### src/rtl/mem_access_unit.sv
// Load/store sequencer between the execute stage and a byte-addressable data memory.
// Splits half-word and misaligned word accesses into byte beats and reassembles load results.
module mem_access_unit #(
   parameter int DATA_WIDTH = 32,
   parameter int ADDR_WIDTH = 32
) (
   input  logic                  clk,
   input  logic                  rst_n,
   input  logic                  req_valid,
   output logic                  req_ready,
   input  logic                  req_we,
   input  logic [2:0]            req_funct3,
   input  logic [ADDR_WIDTH-1:0] req_addr,
   input  logic [DATA_WIDTH-1:0] req_wdata,
   output logic                  rsp_valid,
   output logic [DATA_WIDTH-1:0] rsp_rdata,
   output logic                  rsp_err,
   output logic                  mem_wr_en,
   output logic [2:0]            mem_funct3,
   output logic [ADDR_WIDTH-1:0] mem_addr,
   output logic [DATA_WIDTH-1:0] mem_wr_data,
   input  logic [DATA_WIDTH-1:0] mem_rd_data
);

   typedef enum logic [1:0] {
      IDLE   = 2'd0,
      ACCESS = 2'd1,
      RESP   = 2'd2
   } state_t;

   function automatic logic f3_legal(input logic we, input logic [2:0] f3);
      logic ok;
      ok = 1'b0;
      if (we) begin
         case (f3)
            3'b000, 3'b001, 3'b010: ok = 1'b1;
            default:                ok = 1'b0;
         endcase
      end else begin
         case (f3)
            3'b000, 3'b001, 3'b010, 3'b100, 3'b101: ok = 1'b1;
            default:                                ok = 1'b0;
         endcase
      end
      return ok;
   endfunction

   function automatic logic [DATA_WIDTH-1:0] load_extend(input logic [2:0] f3,
                                                         input logic [DATA_WIDTH-1:0] raw);
      logic [DATA_WIDTH-1:0] ext;
      case (f3)
         3'b000:  ext = {{(DATA_WIDTH-8){raw[7]}}, raw[7:0]};
         3'b001:  ext = {{(DATA_WIDTH-16){raw[15]}}, raw[15:0]};
         3'b010:  ext = raw;
         3'b100:  ext = {{(DATA_WIDTH-8){1'b0}}, raw[7:0]};
         3'b101:  ext = {{(DATA_WIDTH-16){1'b0}}, raw[15:0]};
         default: ext = {DATA_WIDTH{1'b0}};
      endcase
      return ext;
   endfunction

   state_t                state_r, state_s;
   logic [1:0]            beat_r, beat_s;
   logic [1:0]            last_r, last_s;
   logic                  word_r, word_s;
   logic                  we_r, we_s;
   logic [2:0]            funct3_r, funct3_s;
   logic [ADDR_WIDTH-1:0] addr_r, addr_s;
   logic [DATA_WIDTH-1:0] wdata_r, wdata_s;
   logic [DATA_WIDTH-1:0] result_r, result_s;
   logic                  err_s;

   logic                  req_ready_r, req_ready_s;
   logic                  rsp_valid_r, rsp_valid_s;
   logic [DATA_WIDTH-1:0] rsp_rdata_r, rsp_rdata_s;
   logic                  rsp_err_r, rsp_err_s;
   logic                  mem_wr_en_r, mem_wr_en_s;
   logic [2:0]            mem_funct3_r, mem_funct3_s;
   logic [ADDR_WIDTH-1:0] mem_addr_r, mem_addr_s;
   logic [DATA_WIDTH-1:0] mem_wr_data_r, mem_wr_data_s;

   // Next-state, request capture, beat plan and load assembly.
   always_comb begin
      state_s  = state_r;
      beat_s   = beat_r;
      last_s   = last_r;
      word_s   = word_r;
      we_s     = we_r;
      funct3_s = funct3_r;
      addr_s   = addr_r;
      wdata_s  = wdata_r;
      result_s = result_r;
      err_s    = 1'b0;
      case (state_r)
         IDLE: begin
            if (req_valid) begin
               we_s     = req_we;
               funct3_s = req_funct3;
               addr_s   = req_addr;
               wdata_s  = req_wdata;
               result_s = {DATA_WIDTH{1'b0}};
               beat_s   = 2'd0;
               word_s   = (req_funct3[1:0] == 2'b10) && (req_addr[1:0] == 2'b00);
               case (req_funct3[1:0])
                  2'b01:   last_s = 2'd1;
                  2'b10:   last_s = (req_addr[1:0] == 2'b00) ? 2'd0 : 2'd3;
                  default: last_s = 2'd0;
               endcase
               if (f3_legal(req_we, req_funct3)) begin
                  state_s = ACCESS;
               end else begin
                  state_s = RESP;
                  err_s   = 1'b1;
               end
            end else begin
               state_s = IDLE;
            end
         end
         ACCESS: begin
            // Read data is combinational, so the beat's byte is latched at the edge ending it.
            if (word_r) begin
               result_s = mem_rd_data;
            end else begin
               result_s[{beat_r, 3'b000} +: 8] = mem_rd_data[7:0];
            end
            if (beat_r == last_r) begin
               state_s = RESP;
            end else begin
               beat_s = beat_r + 2'd1;
            end
         end
         RESP: begin
            state_s = IDLE;
         end
         default: begin
            state_s = IDLE;
         end
      endcase
   end

   // Output values for the cycle that follows, so every output leaves a flop.
   always_comb begin
      req_ready_s   = (state_s == IDLE);
      rsp_valid_s   = (state_s == RESP);
      rsp_err_s     = err_s;
      rsp_rdata_s   = {DATA_WIDTH{1'b0}};
      mem_wr_en_s   = 1'b0;
      mem_funct3_s  = 3'b000;
      mem_addr_s    = {ADDR_WIDTH{1'b0}};
      mem_wr_data_s = {DATA_WIDTH{1'b0}};
      if ((state_s == RESP) && !err_s && !we_s) begin
         rsp_rdata_s = load_extend(funct3_s, result_s);
      end else begin
         rsp_rdata_s = {DATA_WIDTH{1'b0}};
      end
      if (state_s == ACCESS) begin
         mem_wr_en_s = we_s;
         mem_addr_s  = addr_s + ADDR_WIDTH'(beat_s);
         if (word_s) begin
            mem_funct3_s  = 3'b010;
            mem_wr_data_s = wdata_s;
         end else begin
            mem_funct3_s  = we_s ? 3'b000 : 3'b100;
            mem_wr_data_s = {{(DATA_WIDTH-8){1'b0}}, wdata_s[{beat_s, 3'b000} +: 8]};
         end
      end else begin
         mem_wr_en_s = 1'b0;
      end
   end

   // State, captured request and registered outputs; reset aborts any access at once.
   always_ff @(posedge clk or negedge rst_n) begin
      if (!rst_n) begin
         state_r       <= IDLE;
         beat_r        <= 2'd0;
         last_r        <= 2'd0;
         word_r        <= 1'b0;
         we_r          <= 1'b0;
         funct3_r      <= 3'b000;
         addr_r        <= {ADDR_WIDTH{1'b0}};
         wdata_r       <= {DATA_WIDTH{1'b0}};
         result_r      <= {DATA_WIDTH{1'b0}};
         req_ready_r   <= 1'b1;
         rsp_valid_r   <= 1'b0;
         rsp_rdata_r   <= {DATA_WIDTH{1'b0}};
         rsp_err_r     <= 1'b0;
         mem_wr_en_r   <= 1'b0;
         mem_funct3_r  <= 3'b000;
         mem_addr_r    <= {ADDR_WIDTH{1'b0}};
         mem_wr_data_r <= {DATA_WIDTH{1'b0}};
      end else begin
         state_r       <= state_s;
         beat_r        <= beat_s;
         last_r        <= last_s;
         word_r        <= word_s;
         we_r          <= we_s;
         funct3_r      <= funct3_s;
         addr_r        <= addr_s;
         wdata_r       <= wdata_s;
         result_r      <= result_s;
         req_ready_r   <= req_ready_s;
         rsp_valid_r   <= rsp_valid_s;
         rsp_rdata_r   <= rsp_rdata_s;
         rsp_err_r     <= rsp_err_s;
         mem_wr_en_r   <= mem_wr_en_s;
         mem_funct3_r  <= mem_funct3_s;
         mem_addr_r    <= mem_addr_s;
         mem_wr_data_r <= mem_wr_data_s;
      end
   end

   assign req_ready   = req_ready_r;
   assign rsp_valid   = rsp_valid_r;
   assign rsp_rdata   = rsp_rdata_r;
   assign rsp_err     = rsp_err_r;
   assign mem_wr_en   = mem_wr_en_r;
   assign mem_funct3  = mem_funct3_r;
   assign mem_addr    = mem_addr_r;
   assign mem_wr_data = mem_wr_data_r;

endmodule

### config.mk
export PLATFORM = sky130hd
export DESIGN_NAME = mem_access_unit
export DESIGN_NICKNAME = d
export VERILOG_FILES = /design/src/rtl/mem_access_unit.sv
export SDC_FILE = /design/constraint.sdc
export NUM_CORES = 1
export LEC_CHECK = 0
export CAP_MARGIN = 20
export CORE_MARGIN = 1.5
export CORE_UTILIZATION = 51
export DETAILED_ROUTE_END_ITERATION = 10
export PLACE_DENSITY = 0.81
export SETUP_SLACK_MARGIN = 0.3
export SYNTH_ARGS = -nofsm -noshare
export SYNTH_HDL_FRONTEND = slang
export SYNTH_SLANG_ARGS = --single-unit
### constraint.sdc
create_clock -name clk -period 5.2 [get_ports clk]
set_input_delay 1.3 -clock clk [delete_from_list [all_inputs] [get_ports clk]]
set_output_delay 1.3 -clock clk [all_outputs]
set_load 0.05 [all_outputs]
==> run metrics, run 1 <==
status=finished, final reports clean; Total Wirelength=between 20,000 and 25,000 µm; Residual DRC=0; crit path kind=in2reg; Tot GR Track Use=26.0%; Critical path buffers and inverters=2; Synth-to-Final Area Change=34.3%; Net Sw Frac=36.3%; Syn. warnings=0; Row Count=48; DRT Pass-1 Iters=5; ANT nets after route=0; top_reg_cell synth=dfrtp_1; nets=1,165; total internal power=3.94 mW; synth unique cells=62; Seq/Total Area, Yosys=57.4%; skew final=0.0164 ns; worst vdd ir=0.000317 V; Comb pwr share=34.4%; Post-CTS Setup Inserts=0; sequential power share=about 37%; PortBufs=204; Mapped Cells=854; f_max=0.233 GHz; Hold Fails Final Rpt=0; delay-heaviest family, CP=simple AND/OR/NAND/NOR gates; Finish-stage setup viols=0; WL/cell=18.9 µm; Post-Place Cells=between 1k and 1.5k; number of synthesized flops with an enable pin=0; Core Area=17,400 µm²; antenna violations before repair=1; Max Root-Sink Buffers=3; largest net degree at the start of global routing=around 130; hpwl dp=between 15,000 and 20,000 µm; htree depth=1; Slew Viols, Final=0; Tmin final=4.30 ns; CP cell instances=clkdlybuf4s50_1, nor3b_4, mux2i_1, inv_1, ha_1, a21oi_1, or4b_2, a22oi_1, and4_1, nor3_1; Mapped Area=9110 µm²; via count=between 7k and 8k; vias in the first global route=7,282; HP Class=reg2reg; pwr dens=between 500 and 600 nW/µm²; root buf cell=clkbuf_16; Final Cycle Share=about 83%; Vias/cell=5.67; Die H=between 100 and 150 µm; worst skew pair latency=0.50 ns; FF+latch area=~5200 µm²; Worst Max-Slew Pin Slew=1.03 ns; Data arrival, critical path=4.65 ns; setup TNS=0 ns; commonest non-fill, non-tap cell in the layout=dfrtp_1; starting density of the core=52.5%; CP peak stage delay=between 0.7 and 0.8 ns; data required time of the critical path=5.56 ns; most frequent cells in the layout=208 x dfrtp_1, 203 x clkdlybuf4s50_1, 123 x nand2_1; Pwr Total=6.18 mW; relative max-transition margin=31.1%; clock sink count=between 200 and 250; Slowest-stage cell, CP=or4b_2; number of synthesized register bits=209; crit-path max FO=8; Layout Cells excl Fill=~1.3k; gr ovfl total=0; top-area cell type share of the netlist area=57.1%; fraction of layout instances using a drive strength above 1=7.59%; RSZ-0062 raised after global routing=false; Max Cap Violations=0; P_sw=2.24 mW; Final GP Congestion=0.855; placed cell areas=11,400 µm²; Pleak=5.57 nW; Synth area leader=dfrtp_1; Avg Cell Area, Syn=10.7 µm²; hold buffer count at cts=0; Top Ports=around 210; number of DRC markers in iteration 0=486; Final Cell Area=12,200 µm²; Startpoint Class=input port; post-cts sizing count=0; syn nets=968; Chip Width=137 µm; first-pass GRT wire length=37,900 µm; CP endpoint kind=register; CTS buffer count=22; fillcell total=~1.2k; asr flop ratio synth=100%; CTS clk-pin slew, worst paths=0.06 ns; Die ar.=18,700 µm²; area of the multi-input gates=roughly 3500 µm²; Synth area leaders=dfrtp_1 57%, nand2_1 5.1%, mux2i_1 4.4%, a21oi_1 2.1%, nor2_1 2.1%; CTS tree=built; Clock Power Share=~29%
==> flip-flops by register name, indices dropped and copies added (netlist names) <==
name         count
addr_r          32
beat_r           2
funct3_r         3
last_r           2
mem_addr        32
mem_funct3       2
mem_wr_data     32
mem_wr_en        1
req_ready        1
result_r        32
rsp_err          1
rsp_rdata       32
rsp_valid        1
state_r          2
wdata_r         32
we_r             1
word_r           1
==> worst register-to-register path, stage by stage, from the launching register on <==
cell     delay [ns]
dfrtp_1        0.51
nor2b_1        0.67
o21ai_0        0.29
mux2_2         0.41
ha_1           0.30
a21oi_1        0.12
or4b_2         0.75
a22oi_1        0.61
and4_1         0.30
nor3_1         0.05
==> cell families after synthesis <==
kind of cell / share of synthesized area, %
AOI/OAI and AO/OA: 13.6
xor gates and xnor gates: 1.15
buffers and inverters: 4.23
muxes: 6.13
and+or+nand+nor: 15.8
adders and majority gates: 1.59
DFF: 57.4
other: 0.0412
==> stage by stage <==
step           hold WS, ns  worst slack (ns)  utilization, %
4_1_cts              0.487             0.920            70.3
3_5_place_dp         0.468             0.464            65.4
3_3_place_gp         0.462             0.570            65.4
5_1_grt              0.505             0.669            70.5
2_1_floorplan        0.439             0.360               -
6_report             0.486             0.902            70.5
==> Yosys cell counts (4+ instances only) <==
| cell type | count |
|---|---|
| nand4_1 | 12 |
| a311oi_1 | 8 |
| o211ai_1 | 6 |
| a21o_1 | 7 |
| buf_2 | 7 |
| or4_1 | 7 |
| mux2i_1 | 40 |
| xnor2_1 | 10 |
| nand2_1 | 123 |
| a211o_1 | 6 |
| mux2_2 | 14 |
| nor2b_1 | 22 |
| a22oi_1 | 4 |
| inv_1 | 46 |
| o31ai_1 | 8 |
| a22o_1 | 9 |
| and3_1 | 10 |
| and2_1 | 4 |
| nand3_1 | 20 |
| a221oi_1 | 11 |
| o21ai_0 | 31 |
| nor3b_1 | 4 |
| a31oi_1 | 6 |
| a32oi_1 | 14 |
| nor3_1 | 16 |
| ha_1 | 10 |
| and4_1 | 9 |
| o2bb2ai_1 | 14 |
| clkbuf_1 | 36 |
| nor2_1 | 50 |
| dfrtp_1 | 208 |
| a211oi_1 | 4 |
| a21oi_1 | 39 |
==> power groups by stage <==
stage               registers (mW)  logic [mW]  clock network [mW]
floorplan                     2.59        1.11                   0
global placement              2.28        2.05                   0
detailed placement            2.28        2.09                   0
CTS                           2.27        2.12                1.80
global route                  2.31        2.31                1.87
finish                        2.27        2.12                1.78
==> final timing paths <==
path | to | startpoint | slack [ns] | cells after the start
max reg2reg | mem_addr[25]$_DFF_PN0_ | state_r[0]$_DFF_PN0_ | 1.04 | 9
min reg2reg | result_r[30]$_DFF_PN0_ | result_r[30]$_DFF_PN0_ | 0.49 | 1
min | result_r[30]$_DFF_PN0_ | result_r[30]$_DFF_PN0_ | 0.49 | 1
max | mem_addr[25]$_DFF_PN0_ | req_valid | 0.90 | 10
max in group asynchronous | wdata_r[4]$_DFF_PN0_ | rst_n | 3.35 | 3
min in group asynchronous | rsp_rdata[4]$_DFF_PN0_ | rst_n | 0.68 | 1
==> layout make-up <==
| cell class | instances | area share, % |
|---|---|---|
| antenna | 2 | 0.0409 |
| inverter | 46 | 1.41 |
| clock buffer | 29 | 5.38 |
| sequential | 209 | 42.8 |
| timing repair buffer | 222 | 18.0 |
| tap | 225 | 2.30 |
| clock inverter | 11 | 1.52 |
| multi-input combinational | 550 | 28.6 |
==> layer usage <==
metal | track usage, % | share of wire, % | vias up
met3 | 4.74 | 7.8 | 45
li1 | - | - | 3399
met5 | 0 | 0 | -
met1 | 35.9 | 42 | 3583
met4 | 9.28 | 2.7 | 0
met2 | 41.3 | 47 | 308
Power figures use the tool's default switching activity.
==> inputs of run 2 (changes only) <==
clock period = 4.4 ns   (was 5.2 ns; I/O delays follow)
==> run 2 against run 1 <==
  * Routed wire length down 1.0%
  * Worst setup slack worse by 0.17 ns
  * Critical path depth unchanged
  * Non-clock buffer count up 11
  * Sequential cell count unchanged
  * Sequential power up 18%
  * Critical endpoint is now mem_addr[31]$_DFF_PN0_
  * Largest cell class unchanged
  * Largest power group unchanged
==> run metrics, run 2 (synthesis results as in run 1) <==
Final Cycle Share=between 80% and 90%; Row Count=48 (unchanged); PortBufs=204 (unchanged); Pwr Total=7.02 mW (+14%); Residual DRC=0 (unchanged); Tot GR Track Use=26.2% (+0.18 points); placed cell areas=11,500 µm² (+1.1%); delay-heaviest family, CP=simple AND/OR/NAND/NOR gates; vias in the first global route=7,373 (+1.2%); Top Ports=206 (unchanged); CTS buffer count=23 (+4.5%); skew final=0.00721 ns (-0.00915 ns); CP cell instances=clkdlybuf4s50_1, nor3b_4, mux2i_4, inv_1, ha_1, a21oi_2, or4b_4, a22o_1, or4_1, a21oi_1; Final Cell Area=12,200 µm² (-0.40%); status=finished, final reports clean; crit-path max FO=7 (-1); worst setup margin=0.729 ns (-0.173 ns); Chip Width=137 µm (unchanged); hpwl dp=16,700 µm (+0.67%); worst vdd ir=0.000379 V (+20%); Post-Place Cells=1,263 (+0.96%); CTS tree=built; first-pass GRT wire length=38,200 µm (+0.95%); Max Cap Violations=0 (unchanged); HP Class=reg2reg; Pleak=5.55 nW (-0.41%); Post-CTS Setup Inserts=0 (unchanged); most frequent cells in the layout=208 x dfrtp_1, 203 x clkdlybuf4s50_1, 123 x nand2_1; WL/cell=18.5 µm (-1.6%); fraction of layout instances using a drive strength above 1=8.27% (+0.68 points); root buf cell=clkbuf_16; Data arrival, critical path=4.09 ns (-0.56 ns); gr ovfl total=0 (unchanged); Layout Cells excl Fill=1,302 (+0.62%); post-cts sizing count=0 (unchanged); crit path kind=in2reg; largest net degree at the start of global routing=123 (-7.5%); Die ar.=18,700 µm² (unchanged); Final GP Congestion=0.846 (-1.1%); Tmin final=3.67 ns; setup TNS=0 ns (unchanged); via count=7,422 (+1.2%); Worst Max-Slew Pin Slew=0.951 ns (-0.0773 ns); ANT nets after route=0 (unchanged); Slew Viols, Final=0 (unchanged); RSZ-0062 raised after global routing=false; antenna violations before repair=1 (unchanged); CP endpoint kind=register; pwr dens=576 nW/µm² (+14%); clock sink count=209 (unchanged); Total Wirelength=24,200 µm (-1.0%); CP peak stage delay=0.54 ns (-0.21 ns); CTS clk-pin slew, worst paths=0.06 ns (about the same); worst skew pair latency=0.50 ns (about the same); data required time of the critical path=4.82 ns (-0.74 ns); DRT Pass-1 Iters=5 (unchanged); number of DRC markers in iteration 0=683 (+41%); area of the multi-input gates=3520 µm² (+0.61%); fillcell total=1,279 (+3.5%); Startpoint Class=input port; Core Area=17,400 µm² (unchanged); f_max=approximately 0.27 GHz; nets=1,177 (+1.0%); FF+latch area=5230 µm² (unchanged); relative max-transition margin=36.6% (+5.6 points); Die H=137 µm (unchanged); Synth-to-Final Area Change=33.8%; reg2reg setup slack=1.17 ns (+0.13 ns); dpl ws=0.247 ns (-0.218 ns); Critical path buffers and inverters=2 (unchanged); Vias/cell=5.70 (+0.56%); commonest non-fill, non-tap cell in the layout=dfrtp_1; Hold Fails Final Rpt=0 (unchanged); htree depth=1 (unchanged); Finish-stage setup viols=0 (unchanged); Slowest-stage cell, CP=or4b_4; Max Root-Sink Buffers=3 (unchanged); starting density of the core=52.5% (unchanged); hold buffer count at cts=0 (unchanged)
==> run 2: report_power, final <==
part	switching, mW	leakage (nW)	internal (mW)
clock network	0.750	0.341	1.05
registers	0.256	2.75	2.43
logic	1.63	2.45	0.907
total	2.64	5.55	4.38
==> run 2: tightest hold or removal path, stage by stage, from the launching register on <==
cell and delay (ns):
dfrtp_1 0.32, mux2i_1 0.08, inv_1 0.05
==> run 2: final timing paths <==
path,startpoint,endpoint,cells past startpoint
setup / recovery,req_valid,mem_addr[31]$_DFF_PN0_,10
hold / removal,wdata_r[2]$_DFF_PN0_,wdata_r[2]$_DFF_PN0_,2
setup reg to reg,beat_r[0]$_DFF_PN0_,mem_addr[31]$_DFF_PN0_,9
hold reg to reg,wdata_r[2]$_DFF_PN0_,wdata_r[2]$_DFF_PN0_,2
max in group asynchronous,rst_n,mem_wr_data[0]$_DFF_PN0_,2
min in group asynchronous,rst_n,rsp_rdata[17]$_DFF_PN0_,1
==> run 2: through the flow <==
stage / hold WS, ns / util [%]
final: 0.482 / 70.2
after global routing: 0.498 / 70.2
after CTS: 0.480 / 70.2
after detailed placement: 0.466 / 66.2
after global placement: 0.453 / 66.2
after floorplan: 0.439 / -
==> run 2: cell type report <==
cell class / count / area share (%)
Tap cell: 225 / 2.31
Inverter: 46 / 1.42
Multi-Input combinational cell: 550 / 28.9
Clock inverter: 9 / 0.678
Sequential cell: 209 / 42.9
Clock buffer: 29 / 5.07
Antenna cell: 1 / 0.0205
Timing Repair Buffer: 233 / 18.7
==> run 2: per-layer routing <==
metal | up-vias | share of wire, % | GRT usage (%)
met5 | - | 0 | 0
met4 | 0 | 2.6 | 8.57
met1 | 3666 | 42 | 36.0
met2 | 282 | 48 | 41.8
met3 | 49 | 7.2 | 5.15
li1 | 3425 | - | -
